===== config.mk =====
export PLATFORM = sky130hd
export DESIGN_NAME = fp_mant_normalizer
export DESIGN_NICKNAME = d
export VERILOG_FILES = /design/src/rtl/fp_mant_normalizer.sv
export SDC_FILE = /design/constraint.sdc
export NUM_CORES = 1
export LEC_CHECK = 0
export CAP_MARGIN = 20
export CORE_MARGIN = 5
export CORE_UTILIZATION = 50
export CTS_CLUSTER_SIZE = 14
export DETAILED_ROUTE_END_ITERATION = 12
export PLACE_DENSITY = 0.94
export SLEW_MARGIN = 20
export SYNTH_ARGS = -nofsm -noshare
export SYNTH_HDL_FRONTEND = slang
export SYNTH_SLANG_ARGS = --single-unit

===== constraint.sdc =====
create_clock -name clk -period 2.8 [get_ports clk]
set_input_delay 0.84 -clock clk [delete_from_list [all_inputs] [get_ports clk]]
set_output_delay 0.84 -clock clk [all_outputs]
set_load 0.03 [all_outputs]

===== src/rtl/fp_mant_normalizer.sv =====
// Mantissa normalizer for the FP adder: carry, zero, special, overflow and underflow handling.
// Build option NORM_LZC_EN: resolve normalization in one cycle with a leading-zero count.
module fp_mant_normalizer #(
   parameter int MANT_W = 24,
   parameter int EXP_W  = 8
) (
   input  logic              clk,
   input  logic              rst,
   input  logic              in_valid,
   output logic              in_ready,
   input  logic [MANT_W-1:0] in_mant,
   input  logic              in_cout,
   input  logic [EXP_W-1:0]  in_exp,
   input  logic              in_sign,
   output logic              out_valid,
   input  logic              out_ready,
   output logic [MANT_W-1:0] out_mant,
   output logic [EXP_W-1:0]  out_exp,
   output logic              out_sign,
   output logic              out_zero,
   output logic              out_ovf,
   output logic              out_unf
);

   typedef enum logic [1:0] {IDLE, NORM, DONE} state_t;

   localparam logic [EXP_W-1:0] EXP_MAX = '1;
   localparam logic [EXP_W-1:0] EXP_ONE = EXP_W'(1);

   state_t            state_q, state_d;
   logic [MANT_W-1:0] mant_q, mant_d;
   logic [EXP_W-1:0]  exp_q, exp_d;
   logic              cout_q, cout_d;
   logic              sign_q, sign_d;
   logic              zero_q, zero_d;
   logic              ovf_q, ovf_d;
   logic              unf_q, unf_d;
   logic [EXP_W-1:0]  exp_inc;

   assign exp_inc = exp_q + 1'b1;

`ifdef NORM_LZC_EN
   function automatic logic [EXP_W-1:0] lead_zeros(input logic [MANT_W-1:0] m);
      logic [EXP_W-1:0] cnt;
      cnt = EXP_W'(MANT_W);
      for (int i = 0; i < MANT_W; i++)
         if (m[i]) cnt = EXP_W'(MANT_W - 1 - i);
      return cnt;
   endfunction

   logic [EXP_W-1:0] lz;
   assign lz = lead_zeros(mant_q);
`endif

   always_comb begin
      state_d = state_q;
      mant_d  = mant_q;
      exp_d   = exp_q;
      cout_d  = cout_q;
      sign_d  = sign_q;
      zero_d  = zero_q;
      ovf_d   = ovf_q;
      unf_d   = unf_q;
      case (state_q)
         IDLE: begin
            if (in_valid) begin
               mant_d  = in_mant;
               cout_d  = in_cout;
               exp_d   = in_exp;
               sign_d  = in_sign;
               zero_d  = 1'b0;
               ovf_d   = 1'b0;
               unf_d   = 1'b0;
               state_d = NORM;
            end
         end
         NORM: begin
            if (cout_q) begin
               cout_d  = 1'b0;
               state_d = DONE;
               if (exp_inc == EXP_MAX) begin
                  mant_d = '0;
                  exp_d  = EXP_MAX;
                  ovf_d  = 1'b1;
               end else begin
                  mant_d = {1'b1, mant_q[MANT_W-1:1]};
                  exp_d  = exp_inc;
               end
            end else if (exp_q == EXP_MAX) begin
               // Inf/NaN operand: leave the payload untouched
               state_d = DONE;
            end else if (mant_q == '0) begin
               mant_d  = '0;
               exp_d   = '0;
               sign_d  = 1'b0;
               zero_d  = 1'b1;
               state_d = DONE;
            end else if (mant_q[MANT_W-1]) begin
               state_d = DONE;
`ifdef NORM_LZC_EN
            end else if (lz >= exp_q) begin
               mant_d  = '0;
               exp_d   = '0;
               zero_d  = 1'b1;
               unf_d   = 1'b1;
               state_d = DONE;
            end else begin
               mant_d  = mant_q << lz;
               exp_d   = exp_q - lz;
               state_d = DONE;
            end
`else
            end else if (exp_q <= EXP_ONE) begin
               mant_d  = '0;
               exp_d   = '0;
               zero_d  = 1'b1;
               unf_d   = 1'b1;
               state_d = DONE;
            end else begin
               mant_d  = mant_q << 1;
               exp_d   = exp_q - EXP_ONE;
            end
`endif
         end
         DONE: begin
            if (out_ready) begin
               zero_d  = 1'b0;
               ovf_d   = 1'b0;
               unf_d   = 1'b0;
               state_d = IDLE;
            end
         end
         default: state_d = IDLE;
      endcase
   end

   always_ff @(posedge clk or posedge rst) begin
      if (rst) begin
         state_q <= IDLE;
         mant_q  <= '0;
         exp_q   <= '0;
         cout_q  <= 1'b0;
         sign_q  <= 1'b0;
         zero_q  <= 1'b0;
         ovf_q   <= 1'b0;
         unf_q   <= 1'b0;
      end else begin
         state_q <= state_d;
         mant_q  <= mant_d;
         exp_q   <= exp_d;
         cout_q  <= cout_d;
         sign_q  <= sign_d;
         zero_q  <= zero_d;
         ovf_q   <= ovf_d;
         unf_q   <= unf_d;
      end
   end

   assign in_ready  = (state_q == IDLE);
   assign out_valid = (state_q == DONE);
   assign out_mant  = mant_q;
   assign out_exp   = exp_q;
   assign out_sign  = sign_q;
   assign out_zero  = zero_q;
   assign out_ovf   = ovf_q;
   assign out_unf   = unf_q;

endmodule


# Word-level counts from Yosys, hierarchy flattened
# Index checks and enable logic that the tools add are counted.
# word_totals
ff_bits,39
input_bits,38
output_inout_bits,38
elab_cells,89
# classes
add_sub_neg,2
n_lt_le_gt_ge,1
eq_ne,19
muxes,46
reduce_logical,12
# op_table
cell,n
2-to-1 mux 24 bit,7
2-to-1 mux 8 bit,7
case mux 24 bit (2 select lines),1
logical NOT 24 bit,1
"inequality test 2 bit, second input constant",9
2-to-1 mux 1 bit,17
"== test 8 bit, second input constant",2
case mux 8 bit (2 select lines),1
2-to-1 mux 2 bit,7
AND reduction 5 bit,2
"inequality test 3 bit, second input constant",3
case mux 1 bit (3 select lines),3
"adder 8 x 1 -> 8 bit, second input constant",1
"less-or-equal comparator 8 x 1 -> 1 bit, second input constant",1
AND reduction 8 bit,1
"subtractor 8 x 1 -> 8 bit, second input constant",1
AND reduction 7 bit,1
"inequality test 6 bit, second input constant",1
case mux 2 bit (3 select lines),1
AND reduction 3 bit,2
"inequality test 4 bit, second input constant",1
case mux 1 bit (2 select lines),2
AND reduction 4 bit,1
nonzero test 3 bit,1
other kinds (6),6

# Logic depth before layout (Yosys ltp)
# depth
word_depth,7
depth_mapped,9
depth_no_buf,7

# Worst setup path after synthesis
# Ideal clock, no wire load.
# synth_path
kind,register to register
start,"reg exp_q[0], in the netlist out_exp[0]"
end,"reg mant_q[22], in the netlist out_mant[22]"
setup_time_ns,0.087
arrival_ns,2.106
required_ns,2.713
setup_slack_ns,0.608
path_stages_with_launch,10
path_buffers,3
synth_period_minus_slack_ns,2.192
path_cell_list,dfrtp_1 buf_2 inv_1 ha_1 o211ai_1 o21a_1 buf_2 buf_2 a31oi_1 a211oi_2
# synth_via
elab_chain_cells,7
word_cells_on_any_way,13
cone_classes,add/sub (1); order compare (1); eq/ne (3); mux (7); reduce/logical (1)
# synth_lines
element,line_no,text
"start, declared",32,"logic [EXP_W-1:0] exp_q, exp_d;"
"start signal, assigned",150,exp_q <= exp_d;
less-or-equal comparator 8 x 1 -> 1 bit,113,end else if (exp_q <= EXP_ONE) begin
2-to-1 mux 24 bit,113,
2-to-1 mux 24 bit,98,end else if (mant_q[MANT_W-1]) begin
2-to-1 mux 24 bit,92,end else if (mant_q == '0) begin
2-to-1 mux 24 bit,89,end else if (exp_q == EXP_MAX) begin
2-to-1 mux 24 bit,78,if (cout_q) begin
case mux 24 bit (2 select lines),64,case (state_q)
"end signal, assigned",149,mant_q <= mant_d;
"end, declared",31,"logic [MANT_W-1:0] mant_q, mant_d;"
# Parallel ways exist; a longest one is shown, timed or not. The select of a mux whose other input is x is not followed.
# A chain may end at the register's enable or synchronous reset.

# Worst setup path after layout
# layout_path
start,reg state_q[0]
end,out in_ready
# layout_via
elab_chain_cells,1
# layout_lines
element,line_no,text
"start, declared",30,"state_t state_q, state_d;"
"start signal, assigned",148,state_q <= state_d;
logical NOT 2 bit,159,assign in_ready = (state_q == IDLE);
"end, declared",10,"output logic in_ready,"
# No other way between the ends.

==> results.cfg <==
[global_route]
antenna_found_initial = 0
track_usage_pct = 24.6
grt_max_degree = 40
grt_pass1_wl_um = 15000
grt_pass1_vias = 3132
grt_overflow = 0

[cts]
clk_latency_ns = 0.30
cts.hold.buffers_added = 0
ctsRootBufferMaster = clkbuf_8
cts_tree = yes
clockBufferDepth = 2
cts_buffers = 5
cts_setup_buffers = 0
clkTransAtPathRegs_ns = 0.08
ctsHtreeMaxLevel = 2
cts.sink_count = 39
postCtsResizedCells = 0

[worst_setup_path]
start_kind = flip-flop
worstSetupPathType = flip-flop to output port
end_kind = output port
critPathRequiredTime_ns = 1.96
cp_data_arrival_time_ns = 1.80
crit_fanout = 13

[power]
p_total_mw = 4.91
p_comb_share_pct = 65.1
intPower_mw = 2.29
power_frac_clock_pct = 7.8
p_sw_share_pct = 53.3
p_leak_nw = 1.36
pwr-share-seq_pct = 27.1
power.density_nw_per_um2 = 1310
p_switching_mw = 2.62
peakVddDrop_mv = 0.744

[layout]
layout-drive-gt1-share_pct = 13.5
nNetsFinal = 434
area_delta_synth_final_pct = 27.9
n_antenna_cell = 0

[die]
die_h_um = 86.5
die_x_um = 86.5
coreArea_um2 = 5610
die_area_um2 = 7480
num_rows = 27
start_util_pct = 52.2
pin_count = 76

[synthesis]
ys_types = 60
yosys.area.top_type = dfrtp_1
syn-instance-count = 332
syn_avg_cell_area_um2 = 8.81
yosys-top-cells-area = dfrtp_1 (33%), a211oi_2 (7.3%), o211ai_1 (5.9%)
synth_edf_count = 0
syn_nets = 374
yosysTopAreaCellShare_pct = 33.4
synth-seq-cells = 39
synth_area_um2 = 2930
async_flop_share_pct = 100
ys_warn_count = 0
synthFlopType = dfrtp_1
ys_seq_area_share_pct = 33.4

[detailed_routing]
drtIter0Drc = 297
first_pass_iters = 6
met3_length_um = 897
drc = 0
met2_length_um = 4380
wl_per_cell_um = 19.6
drt-total-wl_um = 9100
num_vias = 3146
wl_met1_um = 3590
ant_nets = 0
via_per_inst = 6.77
topRoutingLayerUsed = met4

[timing]
slew_viol_final = 0
max_freq_ghz = 0.379
worstMarginPinSlew_ns = 0.661
finalClockSkew_ns = 0.00856
fin_crit_sh_pct = 94.3
fin_setup_tns_ns = 0
report.final.hold_viol_count = 0
min_period_ns = 2.64
slew-limit-headroom_pct = 55.7
setup_viol = 0
worst_slack_ns = 0.160
rsz0062_at_grt = false

[placed_design]
dp_hpwl_um = 6310
port_buffers = 75
pre_cts_slack_ns = 0.170
place.gp.congestion = 0.967

[min_path]
hp-class = flip-flop to flip-flop

[status]
outcome = complete, no violations

[flow_run]
cap_violations = 0
==> layer usage <==
| layer | global-route usage [%] | vias up |
|---|---|---|
| met1 | 31.4 | 1503 |
| met5 | 0 | - |
| met4 | 10.2 | 0 |
| met2 | 40.5 | 211 |
| met3 | 4.85 | 29 |
| li1 | - | 1403 |
==> power groups by stage <==
stage | Clock [mW] | Combinational, mW | Sequential (mW)
6_report | 0.384 | 3.19 | 1.33
2_1_floorplan | 0 | 1.88 | 1.60
5_1_grt | 0.414 | 3.39 | 1.38
3_3_place_gp | 0 | 3.07 | 1.31
4_1_cts | 0.387 | 3.17 | 1.31
3_5_place_dp | 0 | 3.16 | 1.32
==> layout by cell type, fill, tap and decap left out, types with 3 or more instances in the layout <==
cell | netlist | final
o31ai_1 | 7 | 7
nand3_1 | 8 | 8
clkdlybuf4s50_1 | 0 | 75
a211oi_2 | 17 | 17
a21oi_1 | 6 | 6
nor3_1 | 25 | 25
inv_1 | 7 | 7
nand4_1 | 3 | 3
buf_4 | 4 | 12
dfrtp_1 | 39 | 39
ha_1 | 4 | 4
xnor2_1 | 3 | 3
o211ai_1 | 23 | 23
nor4_1 | 8 | 8
a211oi_1 | 6 | 6
nand2_1 | 14 | 14
clkbuf_8 | 0 | 5
a31oi_1 | 27 | 27
clkinv_2 | 0 | 3
nor2_1 | 36 | 36
o21ai_0 | 8 | 8
a22oi_1 | 3 | 3
==> worst paths after layout <==
path                       startpoint          end  slack (ns)  cells past startpoint
max                        state_q[0]     in_ready        0.16                      2
min                          out_sign     out_sign        0.52                      1
max reg2reg                out_exp[0]   out_exp[0]        0.33                      7
min reg2reg                  out_sign     out_sign        0.52                      1
max in group asynchronous         rst   out_exp[6]        1.49                      3
min in group asynchronous         rst  out_mant[9]        0.95                      3
==> through the flow <==
stage / utilization (%) / hold WS, ns / cells / instance area [µm²]
2_1_floorplan: - / 0.651 / 332 / 2930
3_3_place_gp: 65.2 / 0.480 / 457 / 3660
3_5_place_dp: 65.2 / 0.495 / 457 / 3660
4_1_cts: 66.7 / 0.516 / 465 / 3740
5_1_grt: 66.7 / 0.552 / 465 / 3740
6_report: 66.7 / 0.519 / 465 / 3740
==> worst max-delay path, stage by stage (launching register included) <==
cell             delay, ns
dfrtp_1               0.54
nor2_1                0.24
clkdlybuf4s50_1       0.71
==> cell families after synthesis <==
kind of cell | count (synthesis) | share of synthesized area [%]
buffers and inverters | 41 | 7.87
AO/OA/AOI/OAI | 127 | 34.9
AND/OR/NAND/NOR | 115 | 20.4
flip-flops | 39 | 33.4
adder cells (fa/ha/maj) | 4 | 1.71
multiplexers | 1 | 0.342
XOR/XNOR | 5 | 1.50
==> state kept, by name, indices dropped and copies added (netlist names) <==
| name | cells |
|---|---|
| out_zero | 1 |
| out_unf | 1 |
| out_sign | 1 |
| out_exp | 8 |
| state_q | 2 |
| cout_q | 1 |
| out_ovf | 1 |
| out_mant | 24 |
==> final cells by class <==
cell class	instances	area (µm²)
clock inverter	3	15.0
clock buffer	5	68.8
inverter	7	26.3
timing repair buffer	87	841
fill	475	1870
sequential	39	976
multi-input combinational	252	1730
tap	72	90.1
==> cell usage after synthesis (all sizes together), types with 7 or more instances <==
cell type and count:
nand3 9, a21oi 8, nand2 15, o21ai 11, buf 23, clkbuf 11
inv 7, nor3 25, a211oi 23, nor4 9, dfrtp 39, o31ai 7
o211ai 25, a31oi 27, nor2 36
Power figures use the tool's default switching activity.
